<file path="src/rtl/armleocpu_divider_pkg.sv">
// Shared divider constants: datapath width, FSM state encodings and the
// magnitude helper used when latching signed operands.
package armleocpu_divider_pkg;

    localparam int DIV_WIDTH = 32;

    typedef enum logic [1:0] {
        DIV_IDLE = 2'd0,
        DIV_CALC = 2'd1,
        DIV_DONE = 2'd2
    } div_state_t;

    // Absolute value as an unsigned 32-bit number; 0x80000000 maps to itself.
    function automatic logic [DIV_WIDTH-1:0] magnitude(input logic [DIV_WIDTH-1:0] x,
                                                       input logic isSigned);
        return (isSigned && x[DIV_WIDTH-1]) ? -x : x;
    endfunction

endpackage

</file>
<file path="src/rtl/armleocpu_divider.sv">
// Iterative restoring divider for RISC-V DIV/DIVU/REM/REMU.
// One quotient bit per cycle; divide-by-zero bypasses the iteration.
module armleocpu_divider
    import armleocpu_divider_pkg::*;
(
    input  logic                 clk,
    input  logic                 rst_n,
    input  logic                 fetch,
    input  logic                 kill,
    input  logic                 is_signed,
    input  logic [DIV_WIDTH-1:0] dividend,
    input  logic [DIV_WIDTH-1:0] divisor,
    output logic                 busy,
    output logic                 ready,
    output logic [DIV_WIDTH-1:0] quotient,
    output logic [DIV_WIDTH-1:0] remainder,
    output logic                 div_by_zero
);

    div_state_t           state_q;
    logic [4:0]           count_q;
    logic [DIV_WIDTH:0]   rem_q;
    logic [DIV_WIDTH:0]   rem_d;
    logic [DIV_WIDTH-1:0] qShift_q;
    logic [DIV_WIDTH-1:0] qShift_d;
    logic [DIV_WIDTH-1:0] dvsr_q;
    logic                 qNeg_q;
    logic                 rNeg_q;
    logic [DIV_WIDTH-1:0] quotient_q;
    logic [DIV_WIDTH-1:0] remainder_q;
    logic                 dbz_q;

    logic [DIV_WIDTH:0]   remShift;
    logic [DIV_WIDTH:0]   diff;
    logic [DIV_WIDTH-1:0] qFinal;
    logic [DIV_WIDTH-1:0] rFinal;

    // One restoring step plus the sign fix-up applied when the last step lands.
    always_comb begin
        remShift = {rem_q[DIV_WIDTH-1:0], qShift_q[DIV_WIDTH-1]};
        diff     = remShift - {1'b0, dvsr_q};
        rem_d    = remShift;
        qShift_d = {qShift_q[DIV_WIDTH-2:0], 1'b0};
        if (!diff[DIV_WIDTH]) begin
            rem_d    = diff;
            qShift_d = {qShift_q[DIV_WIDTH-2:0], 1'b1};
        end
        qFinal = qNeg_q ? -qShift_d : qShift_d;
        rFinal = rNeg_q ? -rem_d[DIV_WIDTH-1:0] : rem_d[DIV_WIDTH-1:0];
    end

    // Control FSM and datapath registers; reset beats kill, kill beats fetch.
    always_ff @(posedge clk) begin
        if (!rst_n) begin
            state_q     <= DIV_IDLE;
            count_q     <= 5'd0;
            rem_q       <= '0;
            qShift_q    <= '0;
            dvsr_q      <= '0;
            qNeg_q      <= 1'b0;
            rNeg_q      <= 1'b0;
            quotient_q  <= '0;
            remainder_q <= '0;
            dbz_q       <= 1'b0;
        end else if (kill) begin
            state_q <= DIV_IDLE;
            count_q <= 5'd0;
        end else begin
            case (state_q)
                DIV_IDLE: begin
                    if (fetch) begin
                        if (divisor == '0) begin
                            state_q     <= DIV_DONE;
                            quotient_q  <= '1;
                            remainder_q <= dividend;
                            dbz_q       <= 1'b1;
                        end else begin
                            state_q  <= DIV_CALC;
                            count_q  <= 5'd0;
                            rem_q    <= '0;
                            qShift_q <= magnitude(dividend, is_signed);
                            dvsr_q   <= magnitude(divisor, is_signed);
                            qNeg_q   <= is_signed & (dividend[DIV_WIDTH-1] ^ divisor[DIV_WIDTH-1]);
                            rNeg_q   <= is_signed & dividend[DIV_WIDTH-1];
                        end
                    end
                end
                DIV_CALC: begin
                    rem_q    <= rem_d;
                    qShift_q <= qShift_d;
                    count_q  <= count_q + 5'd1;
                    if (count_q == 5'd31) begin
                        state_q     <= DIV_DONE;
                        quotient_q  <= qFinal;
                        remainder_q <= rFinal;
                        dbz_q       <= 1'b0;
                    end
                end
                DIV_DONE: begin
                    state_q <= DIV_IDLE;
                end
                default: begin
                    state_q <= DIV_IDLE;
                end
            endcase
        end
    end

    assign busy        = (state_q != DIV_IDLE);
    assign ready       = (state_q == DIV_DONE);
    assign quotient    = quotient_q;
    assign remainder   = remainder_q;
    assign div_by_zero = dbz_q;

endmodule

</file>
<file path="config.mk">
export PLATFORM = sky130hd
export DESIGN_NAME = armleocpu_divider
export DESIGN_NICKNAME = d
export VERILOG_FILES = /design/src/rtl/armleocpu_divider_pkg.sv /design/src/rtl/armleocpu_divider.sv
export SDC_FILE = /design/constraint.sdc
export NUM_CORES = 1
export LEC_CHECK = 0
export BUFFER_PORTS_ARGS = -buffer_cell sky130_fd_sc_hd__buf_2
export CAP_MARGIN = 10
export CORE_MARGIN = 2
export CORE_UTILIZATION = 45
export DETAILED_ROUTE_END_ITERATION = 10
export PLACE_DENSITY = 0.69
export SYNTH_ARGS = -nofsm -noshare
export SYNTH_HDL_FRONTEND = slang
export SYNTH_SLANG_ARGS = --single-unit
</file>
<file path="constraint.sdc">
create_clock -name clk -period 6.8 [get_ports clk]
set_input_delay 1.02 -clock clk [delete_from_list [all_inputs] [get_ports clk]]
set_output_delay 1.02 -clock clk [all_outputs]
set_load 0.01 [all_outputs]
</file>
Word-level counts from Yosys, hierarchy flattened --
Cells that the tools add are included.
Cells by class: $add $sub $neg 6, eq/ne operators 7, mux-type cells 31, bitwise logic cells 6, reduce and logical (&&, ||, !) cells 12
Operators with widths (count):
- 32-bit 2-to-1 mux | 15
- 32-bit one-hot mux with 2 select lines | 4
- 32-bit negator | 4
- 33-bit by 32-bit subtractor with 33-bit output | 1
- 32-bit logical NOT | 1
- 5-bit 2-to-1 mux | 2
- 5-bit one-hot mux with 2 select lines | 1
- 2-bit != test, second input constant | 4
- 4-bit AND reduction | 2
- 2-bit 2-to-1 mux | 3
- 5-bit by 1-bit adder with 5-bit output, second input constant | 1
- 5-bit == test, second input constant | 1
- 5-bit AND reduction | 1
- 1-bit 2-to-1 mux | 4
- 2-bit one-hot mux with 2 select lines | 1
- 2-bit nonzero test | 2
- 1-bit inverter | 3
- 3-bit AND reduction | 1
- 1-bit AND | 2
- 2-bit by 1-bit == test with 1-bit output, second input constant | 1
- 2-bit == test, second input constant | 1
- 1-bit logical AND | 2
- 2-bit logical NOT | 1
- 1-bit one-hot mux with 2 select lines | 1
- 3 further kinds | 3
Word-level totals: bits in registers 170, input port bits 69, output and inout port bits 67, logic and storage cells 72

Depth between registers and ports, before layout --
depth after elaboration 6, depth in mapped cells 28, mapped depth without buffers 24

Worst setup path before layout --
No wires, ideal clock.
kind flip-flop to flip-flop, start point register rem_q[16], end point register quotient_q[28] (netlist: quotient[28]), setup time 0.132 ns, arrival 4.933 ns, required time 6.668 ns, path slack 1.735 ns, stages on the path, launching flop included 22, path buffers 5, clock period less this slack 5.065 ns, cells stage by stage dfxtp_1 -> ha_1 -> buf_2 -> a21oi_2 -> o21ai_1 -> a221o_1 -> or3_1 -> o211a_1 -> inv_2 -> buf_4 -> buf_2 -> buf_2 -> buf_4 -> ha_1 -> nand3_1 -> or2_1 -> or4_4 -> or4_1 -> or4_4 -> o31ai_4 -> xor2_1 -> a21oi_1
On the way: longest elaborated chain between the ends 6
Ends and longest elaborated chain:
- start, declared | RTL line armleocpu_divider.sv:22 | logic [DIV_WIDTH:0] rem_q;
- start signal, assigned | RTL line armleocpu_divider.sv:89 | rem_q <= rem_d;
- 33-bit by 32-bit subtractor with 33-bit output | RTL line armleocpu_divider.sv:41 | diff = remShift - {1'b0, dvsr_q};
- 1-bit 2-to-1 mux | RTL line armleocpu_divider.sv:44 | if (!diff[DIV_WIDTH]) begin
- 32-bit negator | RTL line armleocpu_divider.sv:48 | qFinal = qNeg_q ? -qShift_d : qShift_d;
- 32-bit 2-to-1 mux | RTL line armleocpu_divider.sv:48
- 32-bit 2-to-1 mux | RTL line armleocpu_divider.sv:92 | if (count_q == 5'd31) begin
- 32-bit one-hot mux with 2 select lines | RTL line armleocpu_divider.sv:69 | case (state_q)
- end signal, assigned | RTL line armleocpu_divider.sv:94 | quotient_q <= qFinal;
- end, declared | RTL line armleocpu_divider.sv:29 | logic [DIV_WIDTH-1:0] quotient_q;
Every way passes these cells. The select of a mux whose other input is x is not followed. A chain may end at the register's enable or synchronous reset.

Worst setup path after layout --
start point register rem_q[16], end point register remainder_q[28] (netlist: remainder[28])
On the way: longest elaborated chain between the ends 6
Ends and longest elaborated chain:
- 33-bit by 32-bit subtractor with 33-bit output | RTL line armleocpu_divider.sv:41
- 32-bit 2-to-1 mux * | RTL line armleocpu_divider.sv:44
- 32-bit negator | RTL line armleocpu_divider.sv:49 | rFinal = rNeg_q ? -rem_d[DIV_WIDTH-1:0] : rem_d[DIV_WIDTH-1:0];
- 32-bit 2-to-1 mux * | RTL line armleocpu_divider.sv:49
- 32-bit 2-to-1 mux * | RTL line armleocpu_divider.sv:92
- 32-bit one-hot mux with 2 select lines * | RTL line armleocpu_divider.sv:69
- end signal, assigned | RTL line armleocpu_divider.sv:75 | remainder_q <= dividend;
- end signal, assigned | RTL line armleocpu_divider.sv:95 | remainder_q <= rFinal;
- end, declared | RTL line armleocpu_divider.sv:30 | logic [DIV_WIDTH-1:0] remainder_q;
Mark *: on every way between the ends. The rest lies on a longest branch, timed or not. The select of a mux whose other input is x is not followed.

==> flow_summary.ini <==
[critical_path]
worstReg2RegEnd = remainder[28]
critPathCaptureType = flip-flop
path_class = reg2reg
cp-start-kind = flip-flop
r2r_slack_ns = 1.50
cp.arrival_ns = 5.62
crit_fanout = 33
required_ns = 7.12
reg2reg_from = rem_q[16]
worst-r2r-cell-count = 20

[hold_path]
hold_class = reg2reg
holdPathStages = 2
hold_path_startpoint = dvsr_q[30]
min_to = dvsr_q[30]

[die]
dieWidth_um = 165.5
std_cell_rows = 59
ios = 136
core-area_um2 = 25840
die_h_um = 165.5
initial_utilization = 0.4544
dieArea_um2 = 27400

[yosys]
ys_warn_count = 0
syn_nets = 1689
synth_top_area_cell = dfxtp_1
synthArstFlopShare = 0
synth_seq_cells = 170
yosysSeqAreaShare = 0.2899
synthesis.area_um2 = 11740
synth_cell_types = 79
syn_area_per_cell_um2 = 7.426
synth_top_flop_cell = dfxtp_1
syn_inst = 1581
synth_edf_count = 0
synthTopCellsByArea = dfxtp_1, nor2_1, a21oi_1
synth.top_cell.area_share = 0.2899

[cts]
h-tree-depth = 4
cts_tree = done
hold_buffers = 0
cts_max_path_buffers = 2
insertion_delay_ns = 0.44
cts-resized-gates = 0
cts_setup_buffers = 0
path_clk_slew_ns = 0.08
clock-root-buffer = clkbuf_16
cts_buffers = 17
cts.sinks = 170

[placement]
portBuffers = 135
place.detailed.hpwl_mm = 26.76
place.gp.congestion = 0.9223
dpl-instance-area_um2 = 12520

[sta]
hold_viol_final = 0
rsz0062_at_grt = false
worst_slew_margin_rel = 0.2159
maxSlewViolCount = 0
fin_hold_ws_ns = 0.4560
fin_crit_sh = 0.7791
fin_crit_ns = 5.298
setup_viol = 0
clock_skew_ns = 0.01150
fmax_mhz = 188.8
tightest_slew_ns = 1.172
fin_tns_setup_ns = 0

[power_and_ir_drop]
leakage_nw = 5.191
p_per_area_nw_per_um2 = 194.1
peakVddDrop_uv = 154.6

[job]
cap_violations = 0

[cells_and_area]
drive_above_1_share = 0.1304
n_antenna_cell = 0
nets = 1752
multi_input_area_um2 = 7722
area_growth_syn_to_layout_pct = 11.60
fillerInstances = 2603
seqCellArea_um2 = 3403
fin_area_um2 = 13100
utilization = 0.5071

[run_status]
status = complete, no violations

[global_route]
grt_pass1_wl_mm = 56.32
grt_max_degree = 97
antenna_found_initial = 0
grt_pass1_vias = 10430
gr-total-overflow = 0
grt_usage = 0.2594

[routing]
drt_iter0_drc = 993
dr.pass1.iters = 5
ant_nets = 0
drt-wirelength-per-cell_um = 17.95
avgViaCountPerCell = 5.901
vias = 11750
drc = 0
wl_mm = 35.75
## sequential cells by signal, indices dropped and copies added, names as in the netlist
signal	flops
rNeg_q	1
rem_q	32
div_by_zero	1
dvsr_q	32
state_q	2
remainder	32
qShift_q	32
qNeg_q	1
quotient	32
count_q	5
## cell families (layout without fill, tap and decap cells)
group	count (synthesis)	count (layout)	synth area share
AOI/OAI and AO/OA	505	505	0.2773
xor gates and xnor gates	131	131	0.09773
adders and majority gates	39	39	0.04220
buffers and inverters	156	232	0.05339
DFF	170	170	0.2899
muxes	19	19	0.01631
and+or+nand+nor	561	561	0.2232
## report_power, final
| part | switching (W) | internal (W) |
|---|---|---|
| clock | 0.000479 | 0.000490 |
| combinational | 0.000339 | 0.000188 |
| sequential | 0.0000246 | 0.00102 |
## final cells by class
type | count | share of cell area
clock buffer | 17 | 0.03247
tap | 335 | 0.03199
multi-input combinational | 1255 | 0.5894
sequential | 170 | 0.2598
clock inverter | 15 | 0.01165
inverter | 53 | 0.01528
timing repair buffer | 147 | 0.05940
## critical path: stages, from the launching register on
cell and delay (ns):
dfxtp_1 0.35, ha_1 0.43, a21oi_2 0.22, o21ai_1 0.16
a221o_1 0.38, or3_1 0.34, o211a_1 0.23, inv_2 0.43
o21ai_0 0.30, inv_1 0.11, ha_1 0.19, nand2_1 0.06
nor4_1 0.17, a21oi_1 0.08, nand2b_1 0.20, nor3_1 0.24
a31oi_1 0.13, nor4_1 0.58, a21oi_1 0.16, nand2b_1 0.18
a32o_1 0.22
## placed cells by master (no fill, tap or decap), drive strengths merged, types with 11 or more instances in the layout
master	n
buf	147
a22oi	15
mux2i	18
clkbuf	17
nor2	242
inv	60
nand2b	17
or3	17
a21oi	161
ha	38
a21o	12
a311oi	13
xnor2	61
o211ai	17
a211oi	72
o31ai	25
o21ai	101
nand4	11
dfxtp	170
or4	19
and2	14
o221a	11
nor4	20
nand3	22
a31oi	19
xor2	70
nor3	37
nand2	127
## layer usage
metal | global-route usage | wire, um | up-vias
met4 | 0.09130 | 897 | 0
li1 | - | - | 5842
met3 | 0.03746 | 2610 | 51
met2 | 0.4138 | 15920 | 445
met1 | 0.3572 | 16320 | 5416
met5 | 0 | 0 | -
## cell usage after synthesis (21+ instances only)
master / n
nand2_1: 127
buf_2: 21
nor2_1: 242
nand3_1: 22
clkbuf_1: 74
xnor2_1: 61
ha_1: 38
dfxtp_1: 170
a21oi_1: 160
inv_1: 51
a211oi_1: 72
o21ai_0: 96
xor2_1: 70
nor3_1: 37
o31ai_1: 24
## how the worst max path moves through the flow
| stage | start | endpoint | slack (ns) | cells after the start |
|---|---|---|---|---|
| after detailed placement | rem_q[16] | quotient[28] | 1.60 | 16 |
| after floorplan | rem_q[16] | quotient[28] | 1.73 | 21 |
| after CTS | rem_q[16] | remainder[28] | 1.56 | 20 |
| after global routing | rem_q[13] | remainder[28] | 1.01 | 19 |
| after global placement | rem_q[16] | quotient[28] | 1.68 | 16 |
| final | rem_q[16] | remainder[28] | 1.50 | 20 |
## metrics by stage
step	setup slack [ns]	cells	total power, W
after floorplan	1.735	1581	0.001440
after global placement	1.683	1960	0.001584
after detailed placement	1.603	1960	0.001588
after CTS	1.559	1992	0.002550
after global routing	1.013	1992	0.002656
final	1.502	1992	0.002542
No activity file was read; power rests on OpenSTA's default activity.
